$ cat config.mk
export PLATFORM = sky130hd
export DESIGN_NAME = amf_pipe
export DESIGN_NICKNAME = d
export VERILOG_FILES = /design/src/rtl/amf_pkg.sv /design/src/rtl/amf_sort3.sv /design/src/rtl/amf_pipe.sv
export SDC_FILE = /design/constraint.sdc
export NUM_CORES = 1
export LEC_CHECK = 0
export BUFFER_PORTS_ARGS = -buffer_cell sky130_fd_sc_hd__buf_2
export CELL_PAD_IN_SITES_DETAIL_PLACEMENT = 0
export CELL_PAD_IN_SITES_GLOBAL_PLACEMENT = 1
export CORE_ASPECT_RATIO = 2
export CORE_UTILIZATION = 48
export CTS_CLUSTER_SIZE = 16
export DETAILED_ROUTE_END_ITERATION = 6
export MAX_ROUTING_LAYER = met4
export PLACE_DENSITY = 0.82
export SLEW_MARGIN = 10
export SYNTH_ARGS = -nofsm -noshare
export SYNTH_HDL_FRONTEND = slang
export SYNTH_SLANG_ARGS = --single-unit
$ cat constraint.sdc
create_clock -name clk -period 7.87 [get_ports clk]
set_clock_uncertainty 0.05 [all_clocks]
set_input_delay 0.3935 -clock clk [delete_from_list [all_inputs] [get_ports clk]]
set_output_delay 0.3935 -clock clk [all_outputs]
set_load 0.005 [all_outputs]
$ cat src/rtl/amf_pkg.sv
// Shared mode encoding and default pixel width for the adaptive median filter pipeline.
package amf_pkg;

  typedef enum logic [1:0] {
    AMF_APPROX = 2'd0,
    AMF_MIN    = 2'd1,
    AMF_MAX    = 2'd2,
    AMF_MODE3  = 2'd3
  } amf_mode_e;

  localparam int AMF_DW_DEF = 8;

endpackage

$ cat src/rtl/amf_sort3.sv
// Combinational unsigned 3-input sorter: min, median and max of a, b, c.
module amf_sort3
  import amf_pkg::*;
#(
  parameter int DW = AMF_DW_DEF
) (
  input  logic [DW-1:0] a_i,
  input  logic [DW-1:0] b_i,
  input  logic [DW-1:0] c_i,
  output logic [DW-1:0] min_o,
  output logic [DW-1:0] med_o,
  output logic [DW-1:0] max_o
);

  logic [DW-1:0] lo_ab;
  logic [DW-1:0] hi_ab;
  logic [DW-1:0] hi_ab_lo_c;

  assign lo_ab      = (a_i < b_i) ? a_i : b_i;
  assign hi_ab      = (a_i < b_i) ? b_i : a_i;
  assign min_o      = (lo_ab < c_i) ? lo_ab : c_i;
  assign max_o      = (hi_ab < c_i) ? c_i : hi_ab;
  // med = max(min(a,b), min(max(a,b), c)); ties collapse onto the shared value
  assign hi_ab_lo_c = (hi_ab < c_i) ? hi_ab : c_i;
  assign med_o      = (lo_ab < hi_ab_lo_c) ? hi_ab_lo_c : lo_ab;

endmodule

$ cat src/rtl/amf_pipe.sv
// Three-stage 3x3 min/max/median filter with a single global stall (adv).
// Build option AMF_EXACT_MEDIAN_EN: mode 3 yields the exact 9-point median instead of p4.
module amf_pipe
  import amf_pkg::*;
#(
  parameter int DW    = AMF_DW_DEF,
  parameter int CNT_W = 16
) (
  input  logic             clk,
  input  logic             rst,
  input  logic [9*DW-1:0]  in_win,
  input  logic [1:0]       in_mode,
  input  logic             in_valid,
  output logic             in_ready,
  output logic [DW-1:0]    out_data,
  output logic             out_valid,
  input  logic             out_ready,
  output logic [CNT_W-1:0] out_cnt
);

  logic adv;
  logic fire_out;

  logic             vld_p0_q, vld_p1_q, vld_p2_q;
  logic [CNT_W-1:0] cnt_q;

  logic [DW-1:0] rmin_d    [3];
  logic [DW-1:0] rmed_d    [3];
  logic [DW-1:0] rmax_d    [3];
  logic [DW-1:0] rmin_p0_q [3];
  logic [DW-1:0] rmed_p0_q [3];
  logic [DW-1:0] rmax_p0_q [3];
  amf_mode_e     mode_p0_q;

  logic [DW-1:0] min9_d, max9_d, apx_d, m3_d, maxmin_d, minmax_d;
  logic [DW-1:0] min9_p1_q, max9_p1_q, apx_p1_q, m3_p1_q;
  amf_mode_e     mode_p1_q;

  logic [DW-1:0] data_p2_d;
  logic [DW-1:0] data_p2_q;

  logic [DW-1:0] mins_med_unused, meds_min_unused, meds_max_unused, maxs_med_unused;

  assign adv       = !vld_p2_q | out_ready;
  assign fire_out  = vld_p2_q & out_ready;
  assign in_ready  = adv;
  assign out_valid = vld_p2_q;
  assign out_data  = data_p2_q;
  assign out_cnt   = cnt_q;

  // ---- S1: per-row sort ----
  for (genvar r = 0; r < 3; r++) begin : g_row
    amf_sort3 #(.DW(DW)) u_row (
      .a_i  (in_win[(3*r+0)*DW +: DW]),
      .b_i  (in_win[(3*r+1)*DW +: DW]),
      .c_i  (in_win[(3*r+2)*DW +: DW]),
      .min_o(rmin_d[r]),
      .med_o(rmed_d[r]),
      .max_o(rmax_d[r])
    );
  end

  always_ff @(posedge clk) begin
    if (adv) begin
      rmin_p0_q <= rmin_d;
      rmed_p0_q <= rmed_d;
      rmax_p0_q <= rmax_d;
      mode_p0_q <= amf_mode_e'(in_mode);
    end
  end

  // ---- S2: combine row results ----
  amf_sort3 #(.DW(DW)) u_mins (
    .a_i(rmin_p0_q[0]), .b_i(rmin_p0_q[1]), .c_i(rmin_p0_q[2]),
    .min_o(min9_d), .med_o(mins_med_unused), .max_o(maxmin_d)
  );

  amf_sort3 #(.DW(DW)) u_meds (
    .a_i(rmed_p0_q[0]), .b_i(rmed_p0_q[1]), .c_i(rmed_p0_q[2]),
    .min_o(meds_min_unused), .med_o(apx_d), .max_o(meds_max_unused)
  );

  amf_sort3 #(.DW(DW)) u_maxs (
    .a_i(rmax_p0_q[0]), .b_i(rmax_p0_q[1]), .c_i(rmax_p0_q[2]),
    .min_o(minmax_d), .med_o(maxs_med_unused), .max_o(max9_d)
  );

`ifdef AMF_EXACT_MEDIAN_EN
  logic [DW-1:0] exact_min_unused, exact_max_unused;
  logic          unused_bits;

  amf_sort3 #(.DW(DW)) u_exact (
    .a_i(maxmin_d), .b_i(apx_d), .c_i(minmax_d),
    .min_o(exact_min_unused), .med_o(m3_d), .max_o(exact_max_unused)
  );

  assign unused_bits = ^{mins_med_unused, meds_min_unused, meds_max_unused,
                         maxs_med_unused, exact_min_unused, exact_max_unused};
`else
  logic [DW-1:0] p4_p0_q;
  logic          unused_bits;

  // Centre pixel rides alongside S1 so mode 3 can pass it straight through
  always_ff @(posedge clk) begin
    if (adv) p4_p0_q <= in_win[4*DW +: DW];
  end

  assign m3_d        = p4_p0_q;
  assign unused_bits = ^{mins_med_unused, meds_min_unused, meds_max_unused,
                         maxs_med_unused, maxmin_d, minmax_d};
`endif

  always_ff @(posedge clk) begin
    if (adv) begin
      min9_p1_q <= min9_d;
      max9_p1_q <= max9_d;
      apx_p1_q  <= apx_d;
      m3_p1_q   <= m3_d;
      mode_p1_q <= mode_p0_q;
    end
  end

  // ---- S3: mode select into output register ----
  always_comb begin
    data_p2_d = apx_p1_q;
    case (mode_p1_q)
      AMF_MIN:   data_p2_d = min9_p1_q;
      AMF_MAX:   data_p2_d = max9_p1_q;
      AMF_MODE3: data_p2_d = m3_p1_q;
      default:   data_p2_d = apx_p1_q;
    endcase
  end

  always_ff @(posedge clk) begin
    if (rst) begin
      vld_p0_q  <= 1'b0;
      vld_p1_q  <= 1'b0;
      vld_p2_q  <= 1'b0;
      data_p2_q <= '0;
      cnt_q     <= '0;
    end else begin
      if (adv) begin
        vld_p0_q  <= in_valid;
        vld_p1_q  <= vld_p0_q;
        vld_p2_q  <= vld_p1_q;
        data_p2_q <= data_p2_d;
      end
      if (fire_out) cnt_q <= cnt_q + CNT_W'(1);
    end
  end

endmodule

==> flow_summary.ini, run 1 <==
[run_status]
outcome = finished, final reports clean

[clock_tree]
cts_buffer_depth = 2
clockRootBuffer = clkbuf_16
cts_tree = built
cts_resized = 0
cts_buffers = 17
worstSkewPairLatency_ns = 0.43
post-cts-setup-buffers = 0
hold_buffers = 0
htree_num_levels = 4
clkTransAtPathRegs_ns = 0.06
clock-sinks = 143

[grt]
grt_antenna_before_repair = 0
grt_pass1_wl_mm = 42.3
grt_max_degree = 88
grtUsageTotal_pct = 26.1
grt_pass1_vias = 8151
grt_overflow = 0

[detailed_routing]
wl_met3_microns = 582
ant_nets = 0
wl_per_cell_microns = 18.8
top_layer = met4
first_pass_iters = 4
wirelength_mm = 27.2
post-route-drc-count = 0
vias_per_cell = 5.59
vias = 8097
drt_iter0_markers = 388
met2_wirelength_mm = 14.9
wl_met1_mm = 9.45

[timing]
rsz0062_at_grt = no
final_hold_viol_count = 0
finalSetupViolCount = 0
fin_crit_ns = 6.72
tns_ns = 0
max_freq_mhz = 149
slew_headroom_pct = 22.6
worstMarginPinSlew_ns = 1.16
maxSlewViolCount = 0
fin_crit_sh_pct = 85.4
holdWs_ns = 0.0846

[setup_path]
r2r_end = apx_p1_q[3]
critical_path_required_ns = 7.98
r2r-start = rmed_p0_q[19]
ff2ff_path_depth = 21
startpoint = rmed_p0_q[19]
critPathKind = reg -> reg
regToRegSetupSlack_ns = 1.15
start_kind = flip-flop
endpoint_kind = flip-flop
cp.arrival_ns = 6.84
path_max_fanout = 15
cp-endpoint = apx_p1_q[3]

[layout]
areaGrowthSynthToFinish_pct = 12.6
layout_commonest_cell = ha_1
finalNonFillerCells = 1448
drive_gt1_share_pct = 19.7
mostFrequentLayoutCells = ha_1, inv_1, edfxtp_1, buf_2, nand2_1
antenna_cells = 0
regArea_sq_um = 4020
num-fill-cells = 1988
postLayoutCellArea_sq_um = 11900
fin_nets = 1374
multi_input_area_sq_um = 5950

[floorplan]
chipHeight_microns = 212
start_util_pct = 49.1
core_sq_um = 21600
die-area_sq_um = 22700
io_pins = 104
die_w_microns = 107
row_count = 76

[place]
dp.cells = 1416
dpl.hpwl_mm = 22.6
io_buffer_count = 103
gp_congestion = 0.941
placed_area_sq_um = 11300

[min_path]
min_from = in_mode[1]
hold_path_class = in -> reg

[yosys]
synth_top_cell_area_share_pct = 32.9
ys_seq_area_share_pct = 38.0
ys_ff_latch = 143
synth.net_count = 1276
ys_types = 66
synth_area_leader_cell = edfxtp_1
synthCells = 1064
syn_area_per_cell_sq_um = 9.95
synth_edf_count = 116
netlist_area_sq_um = 10600
yosys-top-cells-area = edfxtp_1, ha_1, mux2_2, mux2i_1, dfxtp_1
async_reset_ff_share_pct = 0
yosysWarnings = 0
ys.flop_type = edfxtp_1

[pwr]
p_per_area_nw_per_um2 = 356
max-vdd-ir-drop_mv = 0.209
leakage_nw = 5.56

[run]
max-cap-violations = 0
## cells in the mapped netlist, types with 6 or more instances
cell      instances
o21ai_0          66
mux4_2            8
a21oi_1          71
mux2i_1          64
nand4_1          16
nor2_1           75
o21ai_1           8
nor3_1            8
a211oi_1          6
ha_1            134
nand3_1          11
o21a_1            7
mux2_2           67
clkbuf_1         17
inv_1           129
dfxtp_1          27
edfxtp_1        116
nor4_1            6
nor2b_1          10
nand2_1         100
xor2_1           12
a21o_1           16
nand2b_1          8
## sequential cells by signal (all words and copies together), names as in the netlist
register / cells
mode_p0_q: 2
min9_p1_q: 8
apx_p1_q: 8
mode_p1_q: 2
rmin_p0_q: 24
out_data: 8
rmed_p0_q: 24
rmax_p0_q: 24
m3_p1_q: 8
vld_p1_q: 1
vld_p0_q: 1
out_cnt: 16
out_valid: 1
m3_d: 8
max9_p1_q: 8
## stage by stage
stage	setup WS (ns)	power, mW	utilization [%]
3_3_place_gp	1.19	3.43	52.6
5_1_grt	0.520	4.56	55.2
6_report	1.15	4.24	55.2
4_1_cts	1.24	4.28	55.2
2_1_floorplan	2.28	2.84	-
3_5_place_dp	1.18	3.47	52.6
## per-layer routing
metal	up-vias	GRT usage (%)
met1	3809	23.4
met3	65	3.00
met4	0	20.7
met5	-	-
li1	4057	-
met2	166	48.5
## critical path: stages (launching register included)
cell and delay (ns):
edfxtp_1 0.42, ha_1 0.31, a21oi_1 0.14, o21ai_0 0.16, a21oi_2 0.54, buf_4 0.31, mux2_2 0.37, ha_1 0.19
a211oi_1 0.26, a221oi_1 0.13, a2111oi_1 0.58, inv_1 0.18, and2_1 0.37, mux2i_1 0.27, ha_1 0.28, a21oi_1 0.16
o22ai_1 0.09, o21ai_0 0.23, nor3b_1 0.61, a2111oi_2 0.17, or2_1 0.43, mux2i_1 0.18
## cell type report
class | count | area share (%)
inverters | 129 | 4.08
multi-input cells | 764 | 49.9
clock buffers | 18 | 3.60
flip-flops and latches | 143 | 33.7
clock inverters | 14 | 1.24
well taps | 273 | 2.86
repair buffers | 107 | 4.57
## where the power goes
group          switching (mW)  leakage, nW  internal, mW  total, mW
clock network           0.346        0.285         0.448      0.794
logic                    1.28         3.83         0.919       2.19
registers               0.133         1.45          1.12       1.26
## worst min path at each step
stage | to | slack, ns | cells after the start
after floorplan | m3_p1_q[0] | 0.35 | 0
after CTS | mode_p0_q[1] | 0.07 | 1
after global routing | mode_p0_q[1] | 0.07 | 1
after global placement | m3_p1_q[3] | 0.35 | 0
final | mode_p0_q[1] | 0.08 | 1
after detailed placement | mode_p1_q[0] | 0.36 | 0
## kinds of logic after synthesis
| group | count (synthesis) | share of synthesized area (%) |
|---|---|---|
| xor gates and xnor gates | 14 | 1.16 |
| DFF | 143 | 38.0 |
| buffers and inverters | 157 | 5.82 |
| AOI/OAI and AO/OA | 224 | 13.6 |
| muxes | 139 | 14.9 |
| and+or+nand+nor | 253 | 10.7 |
| adders and majority gates | 134 | 15.8 |
Power figures use the tool's default switching activity.
==> run 2: changes to the inputs <==
CAP_MARGIN = 20   (was default)
CORE_UTILIZATION = 49   (was 48)
SYNTH_HIERARCHICAL = 1   (was default)
==> flow_summary.ini, run 2 <==
[clock_tree]
cts_resized = 0
post-cts-setup-buffers = 0
cts_buffer_depth = 2
clockRootBuffer = clkbuf_16
clkTransAtPathRegs_ns = 0.06
clock-sinks = 143
worstSkewPairLatency_ns = 0.43
htree_num_levels = 4
hold_buffers = 0
cts_tree = built
cts_buffers = 17

[detailed_routing]
ant_nets = 0
first_pass_iters = 6
post-route-drc-count = 0
wl_met1_mm = 9.32
vias = 7817
wl_met3_microns = 612
met2_wirelength_mm = 15.0
vias_per_cell = 5.66
top_layer = met4
wirelength_mm = 26.9
drt_iter0_markers = 342
wl_per_cell_microns = 19.5

[min_path]
min_path_cells = 1
min_from = in_mode[1]
hold_path_class = in -> reg
hold_end = mode_p0_q[1]

[floorplan]
io_pins = 104
die-area_sq_um = 22700
core_sq_um = 21600
chipHeight_microns = 212
start_util_pct = 50.0
row_count = 76
die_w_microns = 107

[setup_path]
ff2ff_path_depth = 21
start_kind = flip-flop
r2r_end = apx_p1_q[0]
cp.arrival_ns = 5.72
critical_path_required_ns = 8.08
critPathKind = reg -> reg
path_max_fanout = 15
endpoint_kind = flip-flop
r2r-start = rmed_p0_q[10]
regToRegSetupSlack_ns = 2.36

[timing]
rsz0062_at_grt = no
tns_ns = 0
finalSetupViolCount = 0
final_hold_viol_count = 0
slew_headroom_pct = 36.9
holdWs_ns = 0.0927
fin_crit_sh_pct = 70.0
maxSlewViolCount = 0
fin_crit_ns = 5.51
max_freq_mhz = 182
worstMarginPinSlew_ns = 0.946

[layout]
fin_nets = 1306
areaGrowthSynthToFinish_pct = 11.9
regArea_sq_um = 4020
mostFrequentLayoutCells = inv_1, ha_1, edfxtp_1, buf_2, mux2i_1
drive_gt1_share_pct = 23.8
num-fill-cells = 1927
layout_commonest_cell = inv_1
multi_input_area_sq_um = 6120
largestRegisters = rmax_p0_q (24), rmed_p0_q (24), rmin_p0_q (24)

[place]
dpl.hpwl_mm = 22.2
gp_congestion = 0.886
io_buffer_count = 103

[yosys]
yosysWarnings = 6
synthCells = 995
syn_area_per_cell_sq_um = 10.9
netlist_area_sq_um = 10800
synth.net_count = 1207

[grt]
grt_pass1_vias = 8013
grtUsageTotal_pct = 25.8
grt_overflow = 0
grt_pass1_wl_mm = 41.6
grt_max_degree = 74
grt_antenna_before_repair = 0

[pwr]
max-vdd-ir-drop_mv = 0.202
p_per_area_nw_per_um2 = 333
leakage_nw = 5.70
total_power_mw = 4.03

[run_status]
outcome = finished, final reports clean

[run]
max-cap-violations = 0
[run 2: stage by stage]
stage	setup WS, ns	cells	util (%)	instance area (sq um)
6_report	2.36	1381	56.0	12100
5_1_grt	1.97	1380	56.0	12100
4_1_cts	2.44	1380	56.0	12100
3_5_place_dp	2.03	1348	53.5	11500
3_3_place_gp	2.05	1348	53.5	11500
2_1_floorplan	2.99	995	-	10800
[run 2: worst max-delay path: stages (launching register included)]
cell	delay, ns
edfxtp_1	0.51
inv_1	0.08
ha_1	0.27
o21a_1	0.18
o21ai_0	0.19
o211ai_2	0.14
nand2_1	0.47
mux2_2	0.42
ha_1	0.30
a21oi_1	0.08
o21ai_0	0.31
nor3_1	0.13
a31oi_4	0.37
mux2i_1	0.35
ha_1	0.31
a21oi_1	0.13
nor2b_1	0.06
o21ai_0	0.15
nand3b_1	0.12
a21oi_1	0.15
a31o_2	0.30
mux2i_1	0.25
[run 2: where the power goes]
group	leakage, nW	switching, mW	total [mW]	internal (mW)
registers	1.44	0.151	1.26	1.11
logic	4.01	1.09	2.03	0.942
clock network	0.246	0.331	0.736	0.405
[run 2: area by class of cell]
| type | instances | share of cell area [%] |
|---|---|---|
| antenna | 1 | 0.0207 |
| clock buffer | 18 | 3.55 |
| clock inverter | 14 | 0.901 |
| inverter | 142 | 4.43 |
| multi-input combinational | 686 | 50.6 |
| sequential | 143 | 33.3 |
| tap | 273 | 2.83 |
| timing repair buffer | 104 | 4.33 |
[run 2: how the worst max path moves through the flow]
stage / cells past startpoint / end / start
global placement: 22 / rmed_p0_q[15] / in_win[38]
finish: 21 / apx_p1_q[0] / rmed_p0_q[10]
global route: 21 / apx_p1_q[1] / rmed_p0_q[10]
floorplan: 23 / rmed_p0_q[0] / in_win[62]
detailed placement: 22 / rmed_p0_q[14] / in_win[38]
CTS: 21 / apx_p1_q[0] / rmed_p0_q[10]
[run 2: metal layers]
metal / global-route usage (%) / up-vias
li1: - / 3845
met1: 22.7 / 3727
met2: 48.5 / 173
met3: 3.73 / 72
met4: 18.9 / 0
met5: - / -
